File: config.mk
export PLATFORM = sky130hd
export DESIGN_NAME = spi_master_gen
export DESIGN_NICKNAME = d
export VERILOG_FILES = /design/src/rtl/spi_pkg.sv /design/src/rtl/spi_clk_div.sv /design/src/rtl/spi_master_gen.sv
export SDC_FILE = /design/constraint.sdc
export NUM_CORES = 1
export LEC_CHECK = 0
export CAP_MARGIN = 10
export CORE_MARGIN = 2
export CORE_UTILIZATION = 37
export DETAILED_ROUTE_END_ITERATION = 16
export HOLD_SLACK_MARGIN = 0.05
export PLACE_DENSITY = 0.6
export SYNTH_ARGS = -nofsm -noshare
export SYNTH_HDL_FRONTEND = slang
export SYNTH_SLANG_ARGS = --single-unit
File: constraint.sdc
create_clock -name clk -period 4.05 [get_ports clk]
set_clock_uncertainty 0.15 [all_clocks]
set_input_delay 0.6075 -clock clk [delete_from_list [all_inputs] [get_ports clk]]
set_output_delay 0.6075 -clock clk [all_outputs]
set_load 0.02 [all_outputs]
File: src/rtl/spi_pkg.sv
// Shared types for the SPI master: FSM states, SPI mode codes
// ({cpol,cpha}) and the chip-select index width helper.
package spi_pkg;

  typedef enum logic [1:0] {
    IDLE,
    LEAD,
    XFER,
    TRAIL
  } state_t;

  localparam logic [1:0] SPI_MODE0 = 2'b00;
  localparam logic [1:0] SPI_MODE1 = 2'b01;
  localparam logic [1:0] SPI_MODE2 = 2'b10;
  localparam logic [1:0] SPI_MODE3 = 2'b11;

  // cs_sel needs at least one bit even for a single slave
  function automatic int cs_width(input int n);
    return (n > 1) ? $clog2(n) : 1;
  endfunction

endpackage

File: src/rtl/spi_clk_div.sv
// SCLK half-period divider: counts 0..Nt-1 while enabled, tick on Nt-1.
// Ports: clk, rst_n (sync, active low), i_en, i_clr, o_tick.
module spi_clk_div #(
  parameter int Nt = 100
) (
  input  logic clk,
  input  logic rst_n,
  input  logic i_en,
  input  logic i_clr,
  output logic o_tick
);

  localparam int CW = $clog2(Nt);

  logic [CW-1:0] r_cnt;
  logic          w_last;

  assign w_last = (r_cnt == CW'(Nt - 1));
  assign o_tick = i_en & w_last;

  always_ff @(posedge clk) begin
    if (!rst_n) begin
      r_cnt <= '0;
    end else if (i_clr) begin
      r_cnt <= '0;
    end else if (i_en) begin
      r_cnt <= w_last ? '0 : r_cnt + 1'b1;
    end
  end

endmodule

File: src/rtl/spi_master_gen.sv
// SPI master, all four modes, MSB/LSB first, one-hot active-low selects.
// Ports: clk, rst_n, st/DI/cs_sel/cpol/cpha/lsb_first (request), MISO,
// SCLK/MOSI/CS_N (bus), busy/done/DO (status and received word).
module spi_master_gen
  import spi_pkg::*;
#(
  parameter int m   = 9,
  parameter int Nt  = 100,
  parameter int NCS = 4
) (
  input  logic                       clk,
  input  logic                       rst_n,
  input  logic                       st,
  input  logic [m-1:0]               DI,
  input  logic [cs_width(NCS)-1:0]   cs_sel,
  input  logic                       cpol,
  input  logic                       cpha,
  input  logic                       lsb_first,
  input  logic                       MISO,
  output logic                       SCLK,
  output logic                       MOSI,
  output logic [NCS-1:0]             CS_N,
  output logic                       busy,
  output logic                       done,
  output logic [m-1:0]               DO
);

  localparam int EW = $clog2(2 * m + 1);

  state_t         r_state;
  logic           r_sclk;
  logic           r_mosi;
  logic [NCS-1:0] r_cs_n;
  logic           r_busy;
  logic           r_done;
  logic [m-1:0]   r_do;
  logic           r_cpol;
  logic           r_cpha;
  logic           r_lsb;
  logic [m-1:0]   r_tx;
  logic [m-1:0]   r_rx;
  logic [EW-1:0]  r_e;

  logic           w_tick;
  logic           w_accept;
  logic [NCS-1:0] w_cs_dec;
  logic [EW-1:0]  w_e_nxt;
  logic           w_sample;
  logic           w_last_edge;
  logic           w_head;
  logic [m-1:0]   w_tx_sh;
  logic [m-1:0]   w_rx_nxt;

  assign w_accept = (r_state == IDLE) && st;

  spi_clk_div #(
    .Nt(Nt)
  ) u_div (
    .clk   (clk),
    .rst_n (rst_n),
    .i_en  (r_state != IDLE),
    .i_clr (w_accept),
    .o_tick(w_tick)
  );

  // out-of-range index leaves every select high
  always_comb begin
    w_cs_dec = '1;
    for (int i = 0; i < NCS; i++) begin
      if (int'(cs_sel) == i) w_cs_dec[i] = 1'b0;
    end
  end

  // odd edge count = leading edge; cpha flips which edge samples
  assign w_e_nxt     = r_e + 1'b1;
  assign w_sample    = w_e_nxt[0] ^ r_cpha;
  assign w_last_edge = (w_e_nxt == EW'(2 * m));
  assign w_head      = r_lsb ? r_tx[0] : r_tx[m-1];
  assign w_tx_sh     = r_lsb ? (r_tx >> 1) : (r_tx << 1);
  assign w_rx_nxt    = r_lsb ? {MISO, r_rx[m-1:1]}
                             : {r_rx[m-2:0], MISO};

  always_ff @(posedge clk) begin
    if (!rst_n) begin
      r_state <= IDLE;
      r_sclk  <= 1'b0;
      r_mosi  <= 1'b0;
      r_cs_n  <= '1;
      r_busy  <= 1'b0;
      r_done  <= 1'b0;
      r_cpol  <= 1'b0;
      r_cpha  <= 1'b0;
      r_lsb   <= 1'b0;
      r_tx    <= '0;
      r_rx    <= '0;
      r_e     <= '0;
      // an aborted transfer keeps the last completed word
      if (!r_busy) r_do <= '0;
    end else begin
      r_done <= 1'b0;
      unique case (r_state)
        IDLE: begin
          r_cpol <= cpol;
          r_sclk <= cpol;
          r_busy <= st;
          if (st) begin
            r_state <= LEAD;
            r_cs_n  <= w_cs_dec;
            r_cpha  <= cpha;
            r_lsb   <= lsb_first;
            r_rx    <= '0;
            r_e     <= '0;
            if (!cpha) begin
              r_mosi <= lsb_first ? DI[0] : DI[m-1];
              r_tx   <= lsb_first ? (DI >> 1) : (DI << 1);
            end else begin
              r_mosi <= 1'b0;
              r_tx   <= DI;
            end
          end
        end
        LEAD: begin
          if (w_tick) r_state <= XFER;
        end
        XFER: begin
          if (w_tick) begin
            r_e <= w_e_nxt;
            if (w_sample) begin
              r_rx <= w_rx_nxt;
            end else if (!w_last_edge) begin
              r_mosi <= w_head;
              r_tx   <= w_tx_sh;
            end
            if (w_last_edge) begin
              r_sclk  <= r_cpol;
              r_state <= TRAIL;
            end else begin
              r_sclk <= ~r_sclk;
            end
          end
        end
        TRAIL: begin
          if (w_tick) begin
            r_do    <= r_rx;
            r_done  <= 1'b1;
            r_cs_n  <= '1;
            r_mosi  <= 1'b0;
            r_state <= IDLE;
          end
        end
      endcase
    end
  end

  assign SCLK = r_sclk;
  assign MOSI = r_mosi;
  assign CS_N = r_cs_n;
  assign busy = r_busy;
  assign done = r_done;
  assign DO   = r_do;

endmodule

==> reports/qor.yml, run 1 <==
timing:
  max_slew.worst_pin.slew_ns: 1.05
  highest_clock_rate_ghz: 0.401
  final_worst_path_period_need_ns: 2.50
  final.setup.tns_ns: 0
  slew_headroom_pct: 29.8
  timing.final.max_slew_violations: 0
  min_period_over_period_pct: 61.6
  rsz0062_at_grt: "no"
  report.final.hold_viol_count: 0
  report.final.setup_viol: 0
critical_path:
  crit_type: "primary input to flop"
  worstSetupEndpointType: "flop"
  critPathRequiredTime_ns: 3.83
  slowest_delay_ns: 0.45
  crit_fanout: 39
  start_kind: "primary input"
  cp.arrival_ns: 2.28
  crit_family: "buffers and inverters"
  crit_path_cell_trace: "clkdlybuf4s50_1 > buf_4 > clkinv_1 > buf_4 > nor2_1 > o21bai_1"
  cell_with_the_most_instances_on_the_worst_path: "sky130_fd_sc_hd__buf_4"
  timing.critical_path.slowest_stage_cell: "sky130_fd_sc_hd__clkdlybuf4s50_1"
  critical_path.n_buffers_inverters: 4
yosys:
  synth_cell_types: 51
  synth_area_mm2: 0.00283
  netlist.area_leader.share_pct: 30.4
  synth.top_cells.by_area: "sky130_fd_sc_hd__dfxtp_1, sky130_fd_sc_hd__mux2i_1, sky130_fd_sc_hd__edfxtp_1"
  avgSynthCellArea_um2: 8.86
  synth_cells: 319
  ys_async_sr_fraction_pct: 0
  number_of_flops_mapped_to_enable_cells_by_yosys: 9
  yosys_most_used_dff: "sky130_fd_sc_hd__dfxtp_1"
  yosys_warnings: 0
  synth.largest_area_cell: "sky130_fd_sc_hd__dfxtp_1"
  synth.net_count: 345
  synth_sequential_area_ratio_pct: 40.0
  synth.ff_latch_count: 52
global_route:
  grt_use_total_pct: 15.5
  grt.overflow.total: 0
  grt_first_pass_wirelength_mm: 10.9
  grt_start_max_net_pins: 40
  first_global_vias: 2289
  grt_antenna_before_repair: 0
placed_design:
  final_gp_congestion: 0.772
  buffer_ports.inserted: 34
  place_inst: 437
  detailed_place_hpwl_mm: 4.14
finish:
  post_route_cells_drive_above_1_share_pct: 6.36
  nNetsFinal: 371
  diodes: 0
  num-fill-cells: 716
  syn2layout_area_growth_pct: 18.3
  fin_cells: 445
floorplanning:
  placement_rows: 31
  initial_utilization_pct: 38.6
  core_area_mm2: 0.00733
  die_w_um: 91.4
  floorplan.io_pins: 35
  die-height_um: 91.4
  design.die.area_mm2: 0.00836
clocking:
  ctsRootBufferMaster: "sky130_fd_sc_hd__clkbuf_8"
  clk_sink_count: 52
  path_clk_slew_ns: 0.09
  cts_tree: "done"
  htreeDepth: 2
  cts.path.max_buffers: 2
  numCtsBuffers: 5
  clk-insertion-delay-late_ns: 0.30
  cts-resized-gates: 0
  post-cts-setup-buffer-count: 0
  post_cts_hold_buffer_count: 0
pwr:
  fin_total_pwr_mw: 1.50
  power_density_mw_per_mm2: 449
  ir_drop_uv: 232
  p_leak_nw: 1.25
flow_run:
  timing.max_cap.violations: 0
routing:
  viasPerCell: 5.14
  first_pass_iters: 4
  via_count: 2289
  wirelength_mm: 6.08
  drt.antenna.violating_nets: 0
  drt_drc_violations_left: 0
  drt-initial-drc-count: 96
  wl_per_cell_um: 13.7
status:
  run_status: "complete, no violations"
worst_hold_path:
  timing.hold.worst.class: "flop to flop"
[report_power, final]
| part | leakage (nW) | switching, mW | internal (mW) |
|---|---|---|---|
| Clock | 0.0552 | 0.170 | 0.184 |
| Sequential | 0.440 | 0.0521 | 0.589 |
| Combinational | 0.759 | 0.291 | 0.215 |
[worst paths after layout]
check                               start             endpoint  slack, ns  depth (start not counted)
setup / recovery                    rst_n  DO[7]$_SDFFCE_PN0P_       1.55                          6
hold / removal          MOSI$_SDFFE_PN0P_    MOSI$_SDFFE_PN0P_       0.32                          2
setup reg to reg  r_state[0]$_SDFFE_PN0P_    MOSI$_SDFFE_PN0P_       1.56                          7
hold reg to reg         MOSI$_SDFFE_PN0P_    MOSI$_SDFFE_PN0P_       0.32                          2
[worst reg2reg max path, delay by kind of cell (launching register included)]
kind | cells | cell delay, ns
buf+inv | 3 | 0.52
fa+ha+maj | 1 | 0.77
flops | 1 | 0.34
simple gates | 1 | 0.12
compound gates | 1 | 0.36
mux | 1 | 0.12
[stage by stage]
| stage | setup slack (ns) | area [um2] | hold WS (ns) | util, % |
|---|---|---|---|---|
| final | 1.55 | 3340 | 0.317 | 45.6 |
| after global routing | 1.34 | 3340 | 0.351 | 45.6 |
| after CTS | 1.53 | 3340 | 0.327 | 45.6 |
| after detailed placement | 1.23 | 3240 | 0.315 | 44.2 |
| after global placement | 1.25 | 3240 | 0.305 | 44.2 |
| after floorplan | 1.93 | 2830 | 0.298 | - |
[area by class of cell]
class | count | area (um2) | share of cell area (%)
repair buffers | 39 | 378 | 11.3
multi-input cells | 239 | 1570 | 47.1
flip-flops and latches | 52 | 1130 | 33.8
clock buffers | 6 | 72.6 | 2.17
well taps | 99 | 124 | 3.70
inverters | 8 | 30.0 | 0.898
clock inverters | 2 | 35.0 | 1.05
[registers in the layout, summed over array words and instances, names as in the netlist, 2 cells and up]
signal,count
DO,9
r_rx,9
r_tx,9
u_div.r_cnt,7
r_e,5
CS_N,4
r_state,2
[cells in the final DEF, fill, tap and decap left out, types with 2 or more instances in the layout]
cell type                         synthesis  final
sky130_fd_sc_hd__buf_4                    2      5
sky130_fd_sc_hd__o21ai_0                 11     11
sky130_fd_sc_hd__dfxtp_1                 43     43
sky130_fd_sc_hd__nand3_1                 19     19
sky130_fd_sc_hd__inv_1                    7      7
sky130_fd_sc_hd__and3_1                   3      3
sky130_fd_sc_hd__nand2_1                 31     31
sky130_fd_sc_hd__o211ai_1                 7      7
sky130_fd_sc_hd__and4b_1                  2      2
sky130_fd_sc_hd__nand4_1                 10     10
sky130_fd_sc_hd__a221oi_1                 2      2
sky130_fd_sc_hd__xnor2_1                  3      3
sky130_fd_sc_hd__nor4b_1                  2      2
sky130_fd_sc_hd__nor3_1                   6      6
sky130_fd_sc_hd__mux2i_1                 38     38
sky130_fd_sc_hd__xor2_1                   3      3
sky130_fd_sc_hd__clkbuf_8                 0      5
sky130_fd_sc_hd__o21a_1                   2      2
sky130_fd_sc_hd__nor2_1                  41     41
sky130_fd_sc_hd__a21oi_1                  5      5
sky130_fd_sc_hd__a21boi_1                 2      2
sky130_fd_sc_hd__and2_1                   9      9
sky130_fd_sc_hd__nor2b_1                  3      3
sky130_fd_sc_hd__clkdlybuf4s50_1          0     34
sky130_fd_sc_hd__ha_1                     8      8
sky130_fd_sc_hd__o21ai_1                 11     11
sky130_fd_sc_hd__edfxtp_1                 9      9
[per-layer routing]
layer  part of all wire [%]  GRT usage (%)  wire length, um  vias to the layer above
li1                       -              -                -                     1181
met1                     50           21.1             3050                     1070
met2                     46           24.8             2800                       34
met3                    3.2           3.24              195                        4
met4                   0.49           4.42               30                        0
met5                      0              0                0                        -
[synth_stat cells, drive strengths merged (6+ instances only)]
cell type / count
dfxtp: 43
nor2: 42
mux2i: 38
nand2: 31
o21ai: 22
nand3: 20
clkbuf: 13
nand4: 10
and2: 9
edfxtp: 9
ha: 8
o211ai: 8
buf: 7
inv: 7
nor3: 7
a21oi: 6
[kinds of logic after synthesis]
kind of cell | count (synthesis) | synth area share [%]
adders and majority gates | 8 | 3.54
muxes | 40 | 14.2
buffers and inverters | 28 | 4.34
AOI/OAI and AO/OA | 50 | 12.0
and+or+nand+nor | 135 | 24.0
DFF | 52 | 40.0
xor gates and xnor gates | 6 | 1.86
No activity file was read; power rests on OpenSTA's default activity.
==> run 2, diff against run 1 <==
Clock period 4.05 ns to 2.4 ns, I/O delays scaled along.
==> run 2 against run 1 <==
Net effect:
- global-route usage grew 0.71 points
- worst hold slack lost 0.0058 ns
- highest routed layer unchanged
- core utilization grew 0.80 points
- cell area grew 1.8%
- critical endpoint is now SCLK$_SDFFE_PN0P_
- critical path type is now flop to flop
- largest power group unchanged
- non-clock buffer count grew 8
- combinational power grew 78%
==> reports/qor.yml, run 2 (synthesis gave the netlist of run 1 again) <==
routing:
  via_count: 2378  # +3.9%
  first_pass_iters: 5  # +1
  viasPerCell: 5.25  # +2.1%
  drt.antenna.violating_nets: 0  # unchanged
  drt_drc_violations_left: 0  # unchanged
  wirelength_mm: 6.33  # +4.0%
  wl_per_cell_um: 14.0  # +2.2%
  drt-initial-drc-count: 147  # +53%
critical_path:
  timing.critical_path.slowest_stage_cell: "sky130_fd_sc_hd__dfxtp_1"
  crit_fanout: 7  # -82%
  crit_cells: 6  # unchanged
  start_kind: "flop"
  cp.arrival_ns: 2.23  # -0.05 ns
  worst-r2r-setup-slack_ns: 0.22  # -1.34 ns
  worstReg2RegStart: "r_e[0]$_SDFFE_PN0P_"
  regToRegEndpoint: "SCLK$_SDFFE_PN0P_"
  crit_path_cell_trace: "ha_1 > nor4b_2 > nand2_1 > o21ai_1 > mux2_1 > o211a_1"
  crit_type: "flop to flop"
  crit_family: "simple AND/OR/NAND/NOR gates"
  critPathRequiredTime_ns: 2.46  # -1.37 ns
  slowest_delay_ns: 0.39  # -0.06 ns
  startpoint: "r_e[0]$_SDFFE_PN0P_"
  worstSetupEndpointType: "flop"
  critical_path.endpoint: "SCLK$_SDFFE_PN0P_"
  critical_path.n_buffers_inverters: 0  # -4
  r2r.worst_path.cells: 6  # -1
timing:
  fin_hold_ws_ns: 0.312  # -0.00583 ns
  report.final.hold_viol_count: 0  # unchanged
  report.final.setup_viol: 0  # unchanged
  highest_clock_rate_ghz: 0.460
  timing.final.max_slew_violations: 0  # unchanged
  rsz0062_at_grt: "no"
  final.setup.tns_ns: 0  # unchanged
  final_worst_path_period_need_ns: 2.18
  slew_headroom_pct: 46.2  # +16 points
  min_period_over_period_pct: 90.7
  max_slew.worst_pin.slew_ns: 0.806  # -0.245 ns
floorplanning:
  die_w_um: 91.4  # unchanged
  initial_utilization_pct: 38.6  # unchanged
  placement_rows: 31  # unchanged
  die-height_um: 91.4  # unchanged
  floorplan.io_pins: 35  # unchanged
  design.die.area_mm2: 0.00836  # unchanged
  core_area_mm2: 0.00733  # unchanged
finish:
  post_route_cells_drive_above_1_share_pct: 8.76  # +2.4 points
  layout_commonest_cell: "sky130_fd_sc_hd__dfxtp_1"
  nNetsFinal: 379  # +2.2%
  finalInstanceArea_mm2: 0.00340  # +1.8%
  diodes: 0  # unchanged
  syn2layout_area_growth_pct: 20.4
  most-common-layout-cells: "sky130_fd_sc_hd__dfxtp_1, sky130_fd_sc_hd__nor2_1, sky130_fd_sc_hd__mux2i_1"
  final_core_utilization_pct: 46.4  # +0.80 points
  num-fill-cells: 705  # -1.5%
global_route:
  grt_first_pass_wirelength_mm: 11.2  # +2.9%
  groute.layer.met3.usage_pct: 3.07  # -0.17 points
  grt_use_total_pct: 16.2  # +0.71 points
  global_route.usage.met1_pct: 22.1  # +0.98 points
  grt.overflow.total: 0  # unchanged
  grt_start_max_net_pins: 38  # -5.0%
  first_global_vias: 2265  # -1.0%
  top_usage_layer: "met2"
  grt_antenna_before_repair: 0  # unchanged
  grt_use_met2_pct: 26.0  # +1.2 points
placed_design:
  detailed_place_hpwl_mm: 4.44  # +7.1%
  buffer_ports.inserted: 34  # unchanged
  final_gp_congestion: 0.784  # +1.6%
  placed_area_mm2: 0.00331  # +2.2%
pwr:
  share_seq_of_total_power_pct: 42.4  # -0.3 points
  combinationalPowerShare_pct: 36.2  # +2.5 points
  power_density_mw_per_mm2: 734  # +64%
  ir_drop_uv: 379  # +63%
  net_switching_mw: 0.910  # +77%
  switching_share_pct: 36.4  # +2.2 points
  power.share.clock_pct: 21.4  # -2.2 points
  p_leak_nw: 1.29  # +2.7%
  internal-power_mw: 1.59  # +61%
  fin_total_pwr_mw: 2.50  # +67%
clocking:
  clk-insertion-delay-late_ns: 0.31  # about the same
  cts-resized-gates: 0  # unchanged
  cts_tree: "done"
  htreeDepth: 2  # unchanged
  cts.path.max_buffers: 2  # unchanged
  ctsRootBufferMaster: "sky130_fd_sc_hd__clkbuf_8"
  path_clk_slew_ns: 0.09  # about the same
  post_cts_hold_buffer_count: 0  # unchanged
  clk_sink_count: 52  # unchanged
  numCtsBuffers: 5  # unchanged
  post-cts-setup-buffer-count: 0  # unchanged
status:
  run_status: "complete, no violations"
flow_run:
  timing.max_cap.violations: 0  # unchanged
worst_hold_path:
  timing.hold.worst.class: "flop to flop"
-- run 2: cell types whose count changed in the layout (fill, tap and decap cells not counted) --
cell / delta
sky130_fd_sc_hd__buf_4: +7
sky130_fd_sc_hd__inv_6: +2
sky130_fd_sc_hd__buf_12: +1
sky130_fd_sc_hd__bufinv_16: -1
sky130_fd_sc_hd__clkbuf_1: -1
sky130_fd_sc_hd__clkinv_2: -1
sky130_fd_sc_hd__clkinvlp_4: +1
-- run 2: worst register-to-register path, cell delays in order (launching register included) --
cell,delay (ns)
sky130_fd_sc_hd__dfxtp_1,0.39
sky130_fd_sc_hd__ha_1,0.31
sky130_fd_sc_hd__nor4b_2,0.31
sky130_fd_sc_hd__nand2_1,0.18
sky130_fd_sc_hd__o21ai_1,0.19
sky130_fd_sc_hd__mux2_1,0.35
sky130_fd_sc_hd__o211a_1,0.20
-- run 2: worst min path at each step --
stage	startpoint	to	slack, ns	depth (start not counted)
2_1_floorplan	r_tx[1]$_SDFFE_PN0P_	r_tx[1]$_SDFFE_PN0P_	0.30	2
3_3_place_gp	MOSI$_SDFFE_PN0P_	MOSI$_SDFFE_PN0P_	0.30	2
3_5_place_dp	MOSI$_SDFFE_PN0P_	MOSI$_SDFFE_PN0P_	0.31	2
4_1_cts	MOSI$_SDFFE_PN0P_	MOSI$_SDFFE_PN0P_	0.32	2
5_1_grt	MOSI$_SDFFE_PN0P_	MOSI$_SDFFE_PN0P_	0.34	2
6_report	MOSI$_SDFFE_PN0P_	MOSI$_SDFFE_PN0P_	0.31	2
-- run 2: per-stage QoR --
| stage | setup WS [ns] | std cells |
|---|---|---|
| after floorplan | 0.278 | 319 |
| after global placement | 0.167 | 445 |
| after detailed placement | 0.182 | 445 |
| after CTS | 0.250 | 453 |
| after global routing | 0.0313 | 453 |
| final | 0.224 | 453 |
-- run 2: routing by layer --
metal	routed length [um]	share of wire (%)	up-vias
met1	3050	48	1124
met2	2940	46	48
met3	241	3.8	10
met5	0	0	-
li1	-	-	1196
met4	97	1.5	0
-- run 2: cell type report --
| type | count | area [um2] | area share (%) |
|---|---|---|---|
| flip-flops and latches | 52 | 1130 | 33.2 |
| repair buffers | 47 | 450 | 13.2 |
| multi-input cells | 239 | 1570 | 46.3 |
| clock inverters | 3 | 25.0 | 0.735 |
| clock buffers | 5 | 68.8 | 2.02 |
| well taps | 99 | 124 | 3.64 |
| inverters | 8 | 30.0 | 0.882 |
-- run 2: power groups by stage --
stage	Clock [mW]	Combinational (mW)	Sequential, mW
detailed placement	0	0.904	1.08
global route	0.586	1.00	1.08
floorplan	0	0.600	1.11
finish	0.535	0.903	1.06
CTS	0.559	0.906	1.06
global placement	0	0.897	1.08
==> variant 1 (config.mk and constraints of run 2) <==
Register the inputs `st`, `DI`, `cs_sel`, `cpol`, `cpha` and `MISO` before use, with the module's reset. The logic sees them one clock later.
--- a/src/rtl/spi_master_gen.sv
+++ b/src/rtl/spi_master_gen.sv
@@ -29,2 +29,27 @@
 
+  logic st_q;
+  logic [m-1:0] DI_q;
+  logic [cs_width(NCS)-1:0] cs_sel_q;
+  logic cpol_q;
+  logic cpha_q;
+  logic MISO_q;
+
+  always_ff @(posedge clk) begin
+    if (!rst_n) begin
+      st_q     <= '0;
+      DI_q     <= '0;
+      cs_sel_q <= '0;
+      cpol_q   <= '0;
+      cpha_q   <= '0;
+      MISO_q   <= '0;
+    end else begin
+      st_q     <= st;
+      DI_q     <= DI;
+      cs_sel_q <= cs_sel;
+      cpol_q   <= cpol;
+      cpha_q   <= cpha;
+      MISO_q   <= MISO;
+    end
+  end
+
   state_t         r_state;
@@ -53,3 +78,3 @@
 
-  assign w_accept = (r_state == IDLE) && st;
+  assign w_accept = (r_state == IDLE) && st_q;
 
@@ -69,3 +94,3 @@
     for (int i = 0; i < NCS; i++) begin
-      if (int'(cs_sel) == i) w_cs_dec[i] = 1'b0;
+      if (int'(cs_sel_q) == i) w_cs_dec[i] = 1'b0;
     end
@@ -79,4 +104,4 @@
   assign w_tx_sh     = r_lsb ? (r_tx >> 1) : (r_tx << 1);
-  assign w_rx_nxt    = r_lsb ? {MISO, r_rx[m-1:1]}
-                             : {r_rx[m-2:0], MISO};
+  assign w_rx_nxt    = r_lsb ? {MISO_q, r_rx[m-1:1]}
+                             : {r_rx[m-2:0], MISO_q};
 
@@ -102,9 +127,9 @@
         IDLE: begin
-          r_cpol <= cpol;
-          r_sclk <= cpol;
-          r_busy <= st;
-          if (st) begin
+          r_cpol <= cpol_q;
+          r_sclk <= cpol_q;
+          r_busy <= st_q;
+          if (st_q) begin
             r_state <= LEAD;
             r_cs_n  <= w_cs_dec;
-            r_cpha  <= cpha;
+            r_cpha  <= cpha_q;
             r_lsb   <= lsb_first;
@@ -112,8 +137,8 @@
             r_e     <= '0;
-            if (!cpha) begin
-              r_mosi <= lsb_first ? DI[0] : DI[m-1];
-              r_tx   <= lsb_first ? (DI >> 1) : (DI << 1);
+            if (!cpha_q) begin
+              r_mosi <= lsb_first ? DI_q[0] : DI_q[m-1];
+              r_tx   <= lsb_first ? (DI_q >> 1) : (DI_q << 1);
             end else begin
               r_mosi <= 1'b0;
-              r_tx   <= DI;
+              r_tx   <= DI_q;
             end
Check against the original RTL: not equivalent (Yosys sat finds a counterexample within 4 cycles, from zero or initial values and one cycle with rst_n low).
==> variant 1 against run 2 <==
Final area grew 12%; setup slack lost 0.033 ns; critical path type unchanged; core utilization shrank 0.65 points; sequential cell count grew 15; total power grew 25%; sequential power grew 27%; highest routed layer unchanged; critical path depth grew 1; fmax shrank 1.5%; global-route usage shrank 2.3 points; wire length shrank 2.5%; synthesized area grew 14%; combinational power grew 8.6%; clock power grew 49%.
==> variant 1: results (changes against run 2) <==
Outcome
  – Status: finished clean

Timing
  – Hold Worst Slack: 0.214 ns (-0.0980 ns)
  – Slew headroom: 0.490 (+0.0289)

Synth
  – Sequential area share after synthesis: 0.445 (+0.0455)
  – Synth Area per Inst: 9.74 µm² (+9.8%)
  – Multiplexer area fraction after synthesis: 0.121 (-0.0210)
  – Synth area leaders: dfxtp_1 36%, mux2i_1 12%, edfxtp_1 8.4%
  – Synth Area in Compound Gates: 0.118 (-0.00197)
  – Post-synthesis xor/xnor area fraction: 0.0191 (+0.000497)
  – Top cells by count, synth: 58 x dfxtp_1, 48 x nand2_1, 39 x mux2i_1
  – Synth Area in Adders: 0.0312 (-0.00425)
  – Synth cell types: 53 (+3.9%)

Clock tree
  – Reg clk slew, reported paths: 0.07 ns (-0.02 ns)
  – Clk Latency, worst-skew pair: 0.34 ns (+0.03 ns)
  – Num CTS Buffers: 9 (+4)
  – CTS H-tree lvls: 3 (+1)

Place
  – Final HPWL DP: 4.43 mm (-0.27%)
  – Routability cong.: 0.806 (+2.8%)
  – Cell Area, Placed: 0.00363 mm² (+9.7%)
  – Dpl ws: 0.182 ns (+0.0000740 ns)
  – # placed instances: 460 (+3.4%)

Layout
  – Fraction of layout cells with a size suffix above 1: 0.0997 (+0.0122)
  – Final std cells w/o fill: 476 (+5.1%)
  – Fill cells: 812 (+15%)
  – Final Core Density: 0.458 (-0.00653)
  – Net count, final: 392 (+3.4%)

Global routing
  – Global-route wire length before repair: 10.8 mm (-3.2%)
  – GRT Overall Usage: 0.139 (-0.0230)
  – GR Layer Usage met3: 0.0288 (-0.00193)
  – Vias in the first global route: 2233 (-1.4%)
  – Global-route met1 utilization: 0.202 (-0.0194)
  – Antenna violations before repair: 0 (unchanged)
  – Largest net degree at the start of global routing: 43 (+13%)

Worst setup path
  – Crit-path max FO: 9 (+2)
  – Reg-to-Reg End: DO[1]
  – R2R Setup Slk: 0.19 ns (-0.03 ns)
  – R2R cell count: 7 (+1)
  – Crit Reg-Reg Startpoint: r_state[0]

Route
  – Via/cell ratio: 4.89 (-6.8%)
  – Met3 wire length: 195 µm (-19%)
  – Drt wl/cell: 13.0 µm (-7.2%)
  – Iteration count of the initial detailed-routing pass: 4 (-1)
  – Wl on met1: 3.25 mm (+6.3%)
  – Routed met2 length: 2.65 mm (-9.6%)
  – 1st-iter DRT viols: 84 (-43%)

Power and ir drop
  – VDD IR max: 452 µV (+19%)
  – Static Leak: 1.42 nW (+10%)

Worst hold path
  – Hold path endpoint: done
  – Hold Startpoint: rst_n
## variant 1: changes by cell type after synthesis, moves of 4 or more
cell and change:
and2_1 +15, dfxtp_1 +15, clkbuf_1 -5, o31ai_1 +9
o21a_1 +4, a21boi_0 +5, nor2_1 -27, o21ai_1 -11
nand4_1 -9, nand2_1 +17
## variant 1: power breakdown
part | internal (W) | switching, W
clock | 0.000368 | 0.000427
sequential | 0.00126 | 0.0000971
combinational | 0.000440 | 0.000541
## variant 1: area by class of cell
cell class / count / area share
clock buffers: 9 / 0.0326
well taps: 105 / 0.0346
multi-input cells: 236 / 0.427
flip-flops and latches: 67 / 0.377
clock inverters: 7 / 0.0119
repair buffers: 45 / 0.110
inverters: 7 / 0.00692
## variant 1: how the worst max path moves through the flow
stage,start,to,cells after the start
2_1_floorplan,r_state[0],DO[0],7
3_3_place_gp,r_state[0],DO[7],7
3_5_place_dp,r_state[0],DO[6],7
4_1_cts,r_state[0],DO[1],7
5_1_grt,r_state[0],DO[1],7
6_report,r_state[0],DO[1],7
==> variant 2 (settings of run 2) <==
Made on the original files. The parameter `NCS` goes from 4 to 2.
--- a/src/rtl/spi_master_gen.sv
+++ b/src/rtl/spi_master_gen.sv
@@ -8,3 +8,3 @@
   parameter int Nt  = 100,
-  parameter int NCS = 4
+  parameter int NCS = 2
 ) (
Ports: changed (resized CS_N and cs_sel); port bits go from 35 to 32. No check against the original RTL was run, so the function may have changed too.
==> variant 2 against run 2 <==
Combinational power rose by 4.7%; total power up 0.39%; critical path type unchanged; sequential share of layout area decreased by 0.71 points; clock power shrank 4.1%; die area down 2.0%; wire length fell by 6.7%; worst hold slack better by 0.012 ns; critical path depth is 1 higher; final area is 1.4% lower; synthesized area is 2.1% lower; sequential cell count is 2 lower; setup slack got worse by 0.039 ns.
==> variant 2: results (changes against run 2) <==
Route
  – Via/cell ratio: 5.04 (-4.0%)
  – Drt total wl: 5.91 mm (-6.7%)
  – Iteration count of the initial detailed-routing pass: 4 (-1)

Timing
  – Slew headroom: 0.656 (+0.195)

Synth
  – Synth area leaders: dfxtp_1 30%, mux2i_1 10%, edfxtp_1 9.8%
  – Cells after synthesis: 298 (-6.6%)
  – Top cells by count, synth: 41 x dfxtp_1, 32 x nand2_1, 29 x mux2i_1
  – Synth cell types: 49 (-3.9%)
  – Flops & latches, synth: 50 (-3.8%)
  – Number of synthesized flops with an enable pin: 9 (unchanged)
  – Net Count, Synth: 323 (-6.4%)
  – Sequential area share after synthesis: 0.394 (-0.00579)

Global routing
  – Vias in the first global route: 2100 (-7.3%)
  – GR Layer Usage met3: 0.0384 (+0.00769)
  – GRT met2 Usage: 0.243 (-0.0179)
  – Global-route wire length before repair: 9.96 mm (-11%)

Layout
  – Fraction of layout cells with a size suffix above 1: 0.139 (+0.0511)
  – Fill cells: 728 (+3.3%)
  – Net count, final: 363 (-4.2%)

Place
  – Dpl ws: 0.130 ns (-0.0521 ns)
  – Routability cong.: 0.793 (+1.1%)
  – # placed instances: 430 (-3.4%)
  – Cell Area, Placed: 0.00327 mm² (-1.3%)
  – Port bufs: 31 (-8.8%)

Power and ir drop
  – VDD IR max: 324 µV (-14%)
  – Static Leak: 1.25 nW (-2.9%)

Outcome
  – Status: finished clean

Worst setup path
  – CP max stage cell: or2_1
  – Crit-path max FO: 9 (+2)

Clock tree
  – Reg clk slew, reported paths: roughly 0.1 ns
[variant 2: path summary, 6_finish.rpt]
kind / startpoint / end / slack, ns / cells past startpoint
worst max-delay path: r_state[0] / r_tx[6] / 0.19 / 7
worst min register to register: MOSI / MOSI / 0.32 / 2
worst max register to register: r_state[0] / r_tx[6] / 0.19 / 7
worst min-delay path: MOSI / MOSI / 0.32 / 2
[variant 2: final cells by class]
| class | count | area [µm²] | share of cell area |
|---|---|---|---|
| Clock buffer | 5 | 68.8 | 0.0205 |
| Clock inverter | 3 | 20.0 | 0.00597 |
| Inverter | 5 | 18.8 | 0.00559 |
| Multi-Input combinational cell | 226 | 1580 | 0.471 |
| Sequential cell | 50 | 1090 | 0.325 |
| Tap cell | 99 | 124 | 0.0369 |
| Timing Repair Buffer | 50 | 453 | 0.135 |
[variant 2: logic make-up (layout without fill, tap and decap cells)]
group | Yosys count | count (layout) | share of synthesized area
buffers and inverters | 22 | 63 | 0.0353
AND/OR/NAND/NOR | 117 | 117 | 0.221
AO/OA/AOI/OAI | 57 | 57 | 0.153
multiplexers | 38 | 38 | 0.142
adder cells (fa/ha/maj) | 8 | 8 | 0.0362
XOR/XNOR | 6 | 6 | 0.0190
flip-flops | 50 | 50 | 0.394
[variant 2: critical path: cells and delay by family (launching register included)]
family,cells,cell delay [ns]
flops,1,0.37
buf+inv,1,0.10
simple gates,3,1.00
compound gates,2,0.25
fa+ha+maj,1,0.27
[variant 2: per-layer routing]
metal	routed length, µm	vias to the layer above
li1	-	1146
met1	2890	1025
met2	2760	29
met3	181	7
met4	68	0
met5	0	-
[variant 2: power breakdown]
| part | internal, W | switching (W) |
|---|---|---|
| clock network | 0.000206 | 0.000307 |
| registers | 0.000973 | 0.0000774 |
| logic | 0.000425 | 0.000520 |
| total | 0.00160 | 0.000904 |
